<file path="config.mk">
export PLATFORM = sky130hd
export DESIGN_NAME = wb_spi_master
export DESIGN_NICKNAME = d
export VERILOG_FILES = /design/src/rtl/wb_spi_master.sv
export SDC_FILE = /design/constraint.sdc
export NUM_CORES = 1
export LEC_CHECK = 0
export ABC_AREA = 1
export CORE_ASPECT_RATIO = 1.2
export CORE_MARGIN = 5
export CORE_UTILIZATION = 30
export DETAILED_ROUTE_END_ITERATION = 12
export HOLD_SLACK_MARGIN = 0.08
export PLACE_DENSITY = 0.55
export SLEW_MARGIN = 20
export SYNTH_ARGS = -nofsm -noshare
export SYNTH_HDL_FRONTEND = slang
export SYNTH_SLANG_ARGS = --single-unit
</file>
<file path="constraint.sdc">
create_clock -name wb_clk_i -period 2.1 [get_ports wb_clk_i]
set_clock_uncertainty 0.1 [all_clocks]
set_input_delay 0.315 -clock wb_clk_i [delete_from_list [all_inputs] [get_ports wb_clk_i]]
set_output_delay 0.315 -clock wb_clk_i [all_outputs]
set_load 0.01 [all_outputs]
</file>
<file path="src/rtl/wb_spi_master.sv">
// rtl/wb_spi_master.sv - Wishbone classic slave SPI master, single chip select, byte transfers
module wb_spi_master #(
    parameter logic [7:0] DEFAULT_DIV  = 8'd11,
    parameter logic       DEFAULT_CPOL = 1'b0,
    parameter logic       DEFAULT_CPHA = 1'b0
) (
    input  logic        wb_clk_i,
    input  logic        wb_rst_n_i,
    input  logic [3:0]  wb_adr_i,
    input  logic [31:0] wb_dat_i,
    input  logic [3:0]  wb_sel_i,
    input  logic        wb_we_i,
    input  logic        wb_cyc_i,
    input  logic        wb_stb_i,
    output logic [31:0] wb_dat_o,
    output logic        wb_ack_o,
    output logic        spi_sck_o,
    output logic        spi_mosi_o,
    input  logic        spi_miso_i,
    output logic        spi_cs0_n_o
);

    typedef enum logic {ST_IDLE, ST_SHIFT} state_t;

    localparam logic [1:0] REG_CTRL   = 2'd0;
    localparam logic [1:0] REG_STATUS = 2'd1;
    localparam logic [1:0] REG_DATA   = 2'd2;

    state_t      state_q, state_d;
    logic        ack_q, ack_d;
    logic [31:0] dat_q, dat_d;
    logic        cpol_q, cpol_d;
    logic        cpha_q, cpha_d;
    logic [7:0]  div_q, div_d;
    logic        cs_q, cs_d;
    logic        rx_valid_q, rx_valid_d;
    logic        overrun_q, overrun_d;
    logic [7:0]  rx_q, rx_d;
    logic [7:0]  shift_q, shift_d;
    logic [7:0]  cnt_q, cnt_d;
    logic [3:0]  hp_q, hp_d;
    logic        sck_q, sck_d;
    logic        mosi_q, mosi_d;
    logic        sample_q, sample_d;
    logic        miso_s1_q, miso_s2_q;

    logic        req, wr, rd, busy;
    logic [1:0]  reg_sel;
    logic [31:0] rdata;
    logic [7:0]  shift_in;
    logic        unused_bits;

    assign req     = wb_cyc_i & wb_stb_i & ~ack_q;
    assign wr      = req & wb_we_i;
    assign rd      = req & ~wb_we_i;
    assign reg_sel = wb_adr_i[3:2];
    assign busy    = (state_q == ST_SHIFT);

    assign unused_bits = ^{wb_adr_i[1:0], wb_dat_i[31:17], wb_sel_i[3]};

    assign wb_ack_o    = ack_q;
    assign wb_dat_o    = dat_q;
    assign spi_sck_o   = sck_q;
    assign spi_mosi_o  = mosi_q;
    assign spi_cs0_n_o = ~cs_q;

    // Read mux; captured in the request cycle so data is valid alongside ack
    always_comb begin
        rdata = 32'd0;
        case (reg_sel)
            REG_CTRL:   rdata = {15'd0, cs_q, div_q, 6'd0, cpha_q, cpol_q};
            REG_STATUS: rdata = {29'd0, overrun_q, rx_valid_q, busy};
            REG_DATA:   rdata = {24'd0, rx_q};
            default:    rdata = 32'd0;
        endcase
    end

    // Bus decode and transfer FSM next-state; completion is evaluated last so it wins over a DATA read clear
    always_comb begin
        state_d    = state_q;
        ack_d      = req;
        dat_d      = dat_q;
        cpol_d     = cpol_q;
        cpha_d     = cpha_q;
        div_d      = div_q;
        cs_d       = cs_q;
        rx_valid_d = rx_valid_q;
        overrun_d  = overrun_q;
        rx_d       = rx_q;
        shift_d    = shift_q;
        cnt_d      = cnt_q;
        hp_d       = hp_q;
        sck_d      = sck_q;
        mosi_d     = mosi_q;
        sample_d   = sample_q;
        shift_in   = shift_q;

        if (rd) begin
            dat_d = rdata;
            if (reg_sel == REG_DATA) begin
                rx_valid_d = 1'b0;
            end
        end

        if (wr) begin
            case (reg_sel)
                REG_CTRL: begin
                    if (wb_sel_i[2]) cs_d = wb_dat_i[16];
                    if (!busy) begin
                        if (wb_sel_i[0]) begin
                            cpol_d = wb_dat_i[0];
                            cpha_d = wb_dat_i[1];
                        end
                        if (wb_sel_i[1]) div_d = wb_dat_i[15:8];
                    end
                end
                REG_STATUS: begin
                    if (wb_sel_i[0] && wb_dat_i[2]) overrun_d = 1'b0;
                end
                REG_DATA: begin
                    if (wb_sel_i[0]) begin
                        if (busy) begin
                            overrun_d = 1'b1;
                        end else begin
                            shift_d = wb_dat_i[7:0];
                            mosi_d  = wb_dat_i[7];
                            cnt_d   = 8'd0;
                            hp_d    = 4'd0;
                            state_d = ST_SHIFT;
                        end
                    end
                end
                default: ;
            endcase
        end

        case (state_q)
            ST_IDLE: begin
                sck_d = cpol_d;
            end
            ST_SHIFT: begin
                if (cnt_q == div_q) begin
                    cnt_d = 8'd0;
                    sck_d = ~sck_q;
                    hp_d  = hp_q + 4'd1;
                    if (!hp_q[0]) begin
                        // leading edge
                        if (!cpha_q) sample_d = miso_s2_q;
                        else         mosi_d   = shift_q[7];
                    end else begin
                        // trailing edge
                        shift_in = {shift_q[6:0], (cpha_q ? miso_s2_q : sample_q)};
                        shift_d  = shift_in;
                        if (!cpha_q) mosi_d = shift_q[6];
                        if (hp_q == 4'd15) begin
                            state_d    = ST_IDLE;
                            rx_d       = shift_in;
                            rx_valid_d = 1'b1;
                            sck_d      = cpol_q;
                        end
                    end
                end else begin
                    cnt_d = cnt_q + 8'd1;
                end
            end
            default: state_d = ST_IDLE;
        endcase
    end

    // State registers with asynchronous abort to reset values
    always_ff @(posedge wb_clk_i or negedge wb_rst_n_i) begin
        if (!wb_rst_n_i) begin
            state_q    <= ST_IDLE;
            ack_q      <= 1'b0;
            dat_q      <= 32'd0;
            cpol_q     <= DEFAULT_CPOL;
            cpha_q     <= DEFAULT_CPHA;
            div_q      <= DEFAULT_DIV;
            cs_q       <= 1'b0;
            rx_valid_q <= 1'b0;
            overrun_q  <= 1'b0;
            rx_q       <= 8'd0;
            shift_q    <= 8'd0;
            cnt_q      <= 8'd0;
            hp_q       <= 4'd0;
            sck_q      <= DEFAULT_CPOL;
            mosi_q     <= 1'b0;
            sample_q   <= 1'b0;
            miso_s1_q  <= 1'b0;
            miso_s2_q  <= 1'b0;
        end else begin
            state_q    <= state_d;
            ack_q      <= ack_d;
            dat_q      <= dat_d;
            cpol_q     <= cpol_d;
            cpha_q     <= cpha_d;
            div_q      <= div_d;
            cs_q       <= cs_d;
            rx_valid_q <= rx_valid_d;
            overrun_q  <= overrun_d;
            rx_q       <= rx_d;
            shift_q    <= shift_d;
            cnt_q      <= cnt_d;
            hp_q       <= hp_d;
            sck_q      <= sck_d;
            mosi_q     <= mosi_d;
            sample_q   <= sample_d;
            miso_s1_q  <= spi_miso_i;
            miso_s2_q  <= miso_s1_q;
        end
    end

endmodule

</file>
==> results.cfg <==
[synthesis]
synth-async-reset-ratio_pct = 100
synthTopCellsByCount = nand2_1, dfrtp_1, inv_1
ys_seq_elements = 65
syn_inst = 400
avgSynthCellArea_um2 = 8.35
yosysMostFrequentCell = nand2_1
yosys_warnings = 0
ys_top_cells_by_area = dfrtp_1, nand2_1, nand3_1, buf_4, inv_1
synth_edf_count = 0
ys_seq_area_share_pct = 48.8
synth.top_cell.area_share_pct = 46.5
synthDistinctLibCells = 37
synth_top_cell_by_area = dfrtp_1
ys.flop_type = dfrtp_1
netlist_area_um2 = 3340

[worst_setup_path]
path_class = input port to flop
path_max_fanout = 12
critPathLaunchType = input port
required_ps = 2220
crit_path_end_kind = flop
worstPathArrival_ps = 1870
crit_top_cell = nand2_1
cpMaxStageDelayCell = clkdlybuf4s50_1
cpPeakStageDelay_ps = 470
crit_chain = clkdlybuf4s50_1, inv_2, nor3_4, nand2_1, nand2_2, nand2_2, nand2_1, o21ai_1, nand2_1, nand2_1

[layout]
drive_gt1_share_pct = 12.4
syn2layout_area_growth_pct = 26.5
diodes = 0
final_nets = 509
fillCellCount = 1130

[global_route]
grt_pass1_wl_mm = 13.2
grt_max_degree = 66
grt_pass1_vias = 2735
antenna_found_initial = 0
grt_usage_pct = 12.4
grt_overflow = 0

[timing]
finalSetupTns_ps = 0
period_share_pct = 83.3
setup_viol = 0
layout_min_cycle_time_ps = 1750
rsz0062_at_grt = no
finalHoldViolCount = 0
drv_slew = 0
clock.fmax_mhz = 572

[clock_tree]
post_cts_resized = 0
cts_tree = yes
clock_path_buffers = 2
cts_buffers = 9
clk_transition_reported_paths_ps = 60
clk_latency_ps = 330
root_buffer = clkbuf_16
post_cts.repair.setup_buffers = 0
h-tree-depth = 3
cts.sinks = 65

[die]
dieHeight_um = 126
die_x_um = 106
io_pins = 82
start_util_pct = 30.4
core_um2 = 11000
dieArea_um2 = 13400
row_count = 42

[detailed_routing]
post_drt_wl_per_cell_um = 12.8
drtAntennaViolNets = 0
drtPass1Iterations = 4
vias = 2737
drt_iter0_markers = 142
viasPerCell = 4.58
drt_drc_violations_left = 0
drt_wl_total_mm = 7.68

[hold_path]
hold_class = flop to flop

[outcome]
status = complete, no violations

[power_and_ir_drop]
power_density_nw_per_um2 = 690
peakVddDrop_mv = 0.420
p_leak_nw = 2.06
fin_total_pwr_mw = 2.91

[placed_design]
io_buffer_count = 48
place_congestion = 0.766
detailed_place_hpwl_mm = 5.78

[run]
drv_cap = 0
[critical path, delay by kind of cell]
family | cells | cell delay (ps)
AO/OA/AOI/OAI | 1 | 70
buffers and inverters | 2 | 520
AND/OR/NAND/NOR | 7 | 950
[area by class of cell]
cell class / instances / area [µm²] / share of cell area (%)
clock buffers: 15 / 258 / 6.10
clock inverters: 1 / 5.00 / 0.118
inverters: 36 / 135 / 3.20
multi-input cells: 288 / 1440 / 34.2
well taps: 132 / 165 / 3.91
repair buffers: 61 / 588 / 13.9
flip-flops and latches: 65 / 1630 / 38.6
[power by group]
group | internal (mW) | switching [mW]
sequential | 1.30 | 0.0247
clock | 0.829 | 0.496
combinational | 0.137 | 0.127
total | 2.27 | 0.648
[path summary, 6_finish.rpt]
check | slack (ps) | startpoint | endpoint | cells past startpoint
max in group asynchronous | 1150 | wb_rst_n_i | div_q[1] | 3
min in group asynchronous | 430 | wb_rst_n_i | shift_q[4] | 3
setup reg to reg | 380 | div_q[3] | shift_q[7] | 8
hold reg to reg | 250 | miso_s1_q | miso_s2_q | 0
setup / recovery | 350 | wb_we_i | shift_q[0] | 10
hold / removal | 250 | miso_s1_q | miso_s2_q | 0
[routing by layer]
| metal | vias to the layer above | track usage, % | part of all wire (%) | routed length, µm |
|---|---|---|---|---|
| met4 | 0 | 4.80 | 1.7 | 129 |
| met3 | 12 | 4.23 | 6.8 | 525 |
| li1 | 1371 | - | - | - |
| met5 | - | 0 | 0 | 0 |
| met2 | 78 | 18.6 | 45 | 3500 |
| met1 | 1276 | 16.3 | 46 | 3530 |
[placed cells by master, fill, tap and decap left out, drive strengths merged, types with 13 or more instances in the layout]
cell type        n
clkbuf          15
nand3           27
nand2          150
buf             13
conb            15
inv             36
clkdlybuf4s50   47
dfrtp           62
nor2            19
o21ai           25
[through the flow]
step	hold WS (ps)	worst slack, ps	std cells	utilization (%)	cell area (µm²)
4_1_cts	259	350	598	38.5	4230
2_1_floorplan	-80.6	567	414	-	3390
3_3_place_gp	234	27.9	581	36.0	3950
5_1_grt	267	208	598	38.5	4230
6_report	252	352	598	38.5	4230
3_5_place_dp	246	11.5	581	36.0	3950
[registers in the layout, summed over array words and instances, names as in the netlist, 4 cells and up]
register / cells
wb_dat_o: 17
shift_q: 8
div_q: 8
rx_q: 8
cnt_q: 8
hp_q: 4
[repair_timing]
item	in CTS	in global routing
endpoints found under the hold margin	62	0
setup endpoints to repair	0	0
hold buffers	1	0
[kinds of logic after synthesis]
| group | count (synthesis) | share of synthesized area [%] |
|---|---|---|
| other cells | 1 | 0.112 |
| compound gates | 49 | 8.21 |
| fa+ha+maj | 2 | 0.749 |
| simple gates | 206 | 28.2 |
| mux | 3 | 1.01 |
| buf+inv | 61 | 9.52 |
| xor+xnor | 13 | 3.41 |
| flops | 65 | 48.8 |
(Power assumes the default switching activity.)
